$ cat src/rtl/booth_mult_sequencer.sv
// Sequences a shared combinational 8x8 multiplier over four byte passes to form
// a 16x16 unsigned product, with valid/ready handshakes on operands and result.
module booth_mult_sequencer #(
   parameter bit ZERO_SKIP = 1'b1
) (
   input  logic        clk,
   input  logic        rst_n,
   input  logic        in_valid,
   output logic        in_ready,
   input  logic [15:0] A,
   input  logic [15:0] B,
   output logic        out_valid,
   input  logic        out_ready,
   output logic [31:0] P,
   output logic        M_EN,
   output logic [7:0]  M_A,
   output logic [7:0]  M_B,
   input  logic [15:0] M_P,
   output logic        busy
);

   localparam int unsigned OP_W   = 16;
   localparam int unsigned P_W    = 32;
   localparam int unsigned STEP_W = 2;

   typedef enum logic [1:0] {IDLE, MUL, DONE} state_t;

   state_t              state;
   state_t              state_next;
   logic [STEP_W-1:0]   step;
   logic [OP_W-1:0]     a_reg;
   logic [OP_W-1:0]     b_reg;
   logic [P_W-1:0]      acc;
   logic [P_W-1:0]      term;
   logic [P_W-1:0]      sum;
   logic                accept;
   logic                zero_op;

   assign accept  = in_valid & in_ready;
   assign zero_op = ZERO_SKIP && ((A == '0) || (B == '0));

   // State register
   always_ff @(posedge clk) begin
      if (!rst_n) state <= IDLE;
      else        state <= state_next;
   end

   // Next-state logic
   always_comb begin
      state_next = state;
      unique case (state)
         IDLE:    if (accept) state_next = zero_op ? DONE : MUL;
         MUL:     if (step == STEP_W'(3)) state_next = DONE;
         DONE:    if (out_ready) state_next = IDLE;
         default: state_next = IDLE;
      endcase
   end

   // Moore outputs; operand bytes stay at zero outside MUL to keep the adder tree quiet
   always_comb begin
      in_ready = 1'b0;
      busy     = 1'b1;
      M_EN     = 1'b0;
      M_A      = '0;
      M_B      = '0;
      unique case (state)
         IDLE: begin
            in_ready = 1'b1;
            busy     = 1'b0;
         end
         MUL: begin
            M_EN = 1'b1;
            M_A  = step[1] ? a_reg[15:8] : a_reg[7:0];
            M_B  = step[0] ? b_reg[15:8] : b_reg[7:0];
         end
         default: ;
      endcase
   end

   // Partial product weighted by the byte positions of this pass
   always_comb begin
      term = P_W'(M_P);
      unique case (step)
         STEP_W'(0): term = P_W'(M_P);
         STEP_W'(3): term = P_W'(M_P) << 16;
         default:    term = P_W'(M_P) << 8;
      endcase
      sum = acc + term;
   end

   // Operand capture, accumulation and result register
   always_ff @(posedge clk) begin
      if (!rst_n) begin
         step      <= '0;
         acc       <= '0;
         a_reg     <= '0;
         b_reg     <= '0;
         P         <= '0;
         out_valid <= 1'b0;
      end else begin
         out_valid <= (state_next == DONE);
         unique case (state)
            IDLE: begin
               if (accept) begin
                  a_reg <= A;
                  b_reg <= B;
                  acc   <= '0;
                  step  <= '0;
                  if (zero_op) P <= '0;
               end
            end
            MUL: begin
               acc  <= sum;
               step <= step + STEP_W'(1);
               if (step == STEP_W'(3)) P <= sum;
            end
            default: ;
         endcase
      end
   end

endmodule

$ cat config.mk
export PLATFORM = sky130hd
export DESIGN_NAME = booth_mult_sequencer
export DESIGN_NICKNAME = d
export VERILOG_FILES = /design/src/rtl/booth_mult_sequencer.sv
export SDC_FILE = /design/constraint.sdc
export NUM_CORES = 1
export LEC_CHECK = 0
export ABC_AREA = 0
export BUFFER_PORTS_ARGS = -buffer_cell sky130_fd_sc_hd__buf_2
export CAP_MARGIN = 20
export CORE_MARGIN = 5
export CORE_UTILIZATION = 51
export CTS_CLUSTER_DIAMETER = 40
export DETAILED_ROUTE_END_ITERATION = 10
export GPL_TIMING_DRIVEN = 0
export PLACE_DENSITY_LB_ADDON = 0.15
export SKIP_CTS_REPAIR_TIMING = 1
export SLEW_MARGIN = 15
export SYNTH_ARGS = -nofsm -noshare
export SYNTH_HDL_FRONTEND = slang
export SYNTH_SLANG_ARGS = --single-unit
export TNS_END_PERCENT = 50
$ cat constraint.sdc
create_clock -name clk -period 3.8 [get_ports clk]
set_clock_uncertainty 0.05 [all_clocks]
set_input_delay 0.57 -clock clk [delete_from_list [all_inputs] [get_ports clk]]
set_output_delay 0.57 -clock clk [all_outputs]
set_load 0.03 [all_outputs]
==> flow_summary.ini <==
[routing]
drt-initial-drc-count = 440
drt.antenna.violating_nets = 0
dr.pass1.iters = 5
wl_per_cell_um = 16.8
drc_errors = 0
viasPerCell = 5.76
routed_wl_um = 17000
via_count = 5825

[logic_synthesis]
yosysTopAreaCell = dfxtp_1
synth_top_area_share_pct = 35.1
synth_edf_count = 0
syn_nets = 831
synth_area_sq_um = 5760
ys_seq_area_share_pct = 35.1
avgSynthCellArea_sq_um = 7.77
ys_ff_latch = 101
ys_top_cells_by_count = 155 x nand2_1, 101 x dfxtp_1, 84 x a21oi_1, 71 x nor2_1, 37 x ha_1
synth_ff_type = dfxtp_1
synth.top_cells.by_area = dfxtp_1 35%, nand2_1 10%, ha_1 8.0%, a21oi_1 7.3%, nor2_1 4.6%
synth-async-reset-ratio_pct = 0
netlist_instances = 741
ys.warnings.count = 0
yosysMostFrequentCell = nand2_1
yosysUniqueCellTypes = 61

[global_routing]
grt_pass1_wl_um = 27000
grt-ovfl-total = 0
gr-usage-all-layers_pct = 25.2
grt_antenna_before_repair = 0
grt_pass1_vias = 5559
grt_max_degree = 17

[critical_path]
r2r_cells = 17
reg2reg_setup_slack_ns = 0.11
setup.worst_path.class = reg -> reg
crit_path_end_kind = flop
crit_fanout = 10
cp-start-kind = flop
crit_start = step[0]
cp.required_ns = 3.98
worstReg2RegStart = step[0]
reg2reg_to = acc[28]
crit_end = acc[28]
arrival_ns = 3.88

[cells_and_area]
drive_gt1_share_pct = 19.2
syn2layout_area_growth_pct = 21.1
final_nets = 957
fill_cells = 983
diodes = 0
reg_top3 = P (32), acc (32)

[place]
dp_hpwl_um = 13100
place_ws_ns = -0.551
port_buffers = 103
gp_congestion = 0.988

[cts]
cts_max_path_buffers = 2
cts_max_level = 3
insertion_delay_ns = 0.35
cts_buffers = 9
cts_tree = yes
clk_pin_slew_ns = 0.07
cts-root-buf = clkbuf_16
numClockSinks = 101

[power_and_ir_drop]
power.density_nw_per_um2 = 379
p_int_mw = 1.85
pwr-share-clk_pct = 35.9
power.leakage_nw = 3.05
combinationalPowerShare_pct = 21.7
power.switching_mw = 0.791
worst_ir_drop_vdd_v = 0.000257
switching_share_pct = 29.9
seqPwrFrac_pct = 42.4

[sta]
layout_setup_ws_ns = 0.105
period_minus_slack_ns = 3.69
finalCritPeriodShare_pct = 97.2
setup_viol = 0
holdWs_ns = 0.408
worst_pin_slew_ns = 0.937
max_freq_ghz = 0.271
hold_viol = 0
drv_slew = 0
relSlewSlack_pct = 37.4

[die]
dieArea_sq_um = 13500
fp.dieH_um = 116
rows = 38
fp.dieW_um = 116
initial_core_util_pct = 52.7
core-area_sq_um = 10900
ioPinCount = 104

[run_status]
status = finished clean

[hold_path]
hold_class = reg -> reg

[job]
cap_violations = 0
==> cells by family (layout without fill, tap and decap cells) <==
logic type / after synthesis / in the layout / share of synthesized area (%)
buf+inv: 57 / 188 / 4.06
fa+ha+maj: 38 / 38 / 8.39
flops: 101 / 101 / 35.1
compound gates: 209 / 209 / 23.4
xor+xnor: 28 / 28 / 4.26
mux: 17 / 17 / 2.98
simple gates: 291 / 291 / 21.8
==> layer usage <==
layer,track usage [%],part of all wire [%],vias to the layer above
met4,8.58,2.5,0
met2,40.5,45,202
li1,-,-,2843
met5,0,0,-
met3,5.80,6.9,35
met1,33.4,45,2745
==> layout make-up <==
cell class	count	area (sq um)	area share (%)
Clock inverter	4	55.1	0.789
Tap cell	140	175	2.51
Timing Repair Buffer	116	613	8.79
Buffer	40	196	2.82
Inverter	16	60.1	0.861
Sequential cell	101	2020	29.0
Multi-Input combinational cell	583	3610	51.7
Clock buffer	12	246	3.53
==> placed cells by master (no fill, tap or decap), types with 4 or more instances in the layout <==
cell type,Yosys,layout
nand2_1,155,155
buf_2,1,104
dfxtp_1,101,101
a21oi_1,84,82
nor2_1,71,71
ha_1,37,35
clkbuf_1,34,30
o21ai_0,35,30
xnor2_1,19,19
mux2i_1,16,16
a21o_1,16,16
inv_1,15,15
and2_1,14,14
buf_4,1,14
nand3_1,13,13
a22o_1,12,12
a22oi_1,10,10
xor2_1,9,9
clkbuf_16,0,9
nor4_1,8,8
nand4_1,8,8
a211oi_1,8,7
o21ai_1,3,5
o21a_1,5,5
o21ai_2,2,5
nand2b_1,4,4
o21bai_1,4,4
nor3_1,5,4
a32o_1,4,4
==> worst min-delay path by stage <==
stage	depth (start not counted)	endpoint	from	slack [ns]
2_1_floorplan	2	acc[24]	acc[24]	0.38
3_3_place_gp	2	acc[30]	acc[30]	0.39
3_5_place_dp	2	a_reg[2]	a_reg[2]	0.40
4_1_cts	2	a_reg[2]	a_reg[2]	0.41
5_1_grt	3	a_reg[3]	A[3]	0.42
6_report	2	a_reg[13]	a_reg[13]	0.41
==> critical path: stages, from the launching register on <==
cell and delay, ns:
dfxtp_1 0.35, buf_6 0.12, inv_1 0.08, ha_4 0.34
clkbuf_4 0.22, nand2_1 0.07, o21ai_1 0.15, ha_2 0.35
buf_4 0.15, nand2_1 0.09, o211ai_1 0.12, a41oi_2 0.24
o31ai_4 0.13, a21oi_4 0.27, o21ai_2 0.14, a221oi_2 0.32
xor2_1 0.28, o21ai_0 0.11
==> power by group through the flow <==
stage | Combinational (mW) | Clock [mW] | Sequential, mW
after CTS | 0.517 | 0.958 | 1.12
after detailed placement | 0.513 | 0 | 1.14
final | 0.573 | 0.949 | 1.12
after global routing | 0.627 | 1.00 | 1.12
after global placement | 0.506 | 0 | 1.14
after floorplan | 0.368 | 0 | 1.14
==> metrics by stage <==
stage	cell area [sq um]	setup TNS, ns	util, %	total power [mW]	instances
final	6970	0	63.8	2.64	1012
after global routing	6970	-0.265	63.8	2.75	1012
after CTS	6750	-14.99	61.8	2.60	1000
after detailed placement	6450	-13.49	59.0	1.66	984
after global placement	6450	-11.86	59.0	1.65	984
after floorplan	5760	0	-	1.51	741
Power figures use the tool's default switching activity.
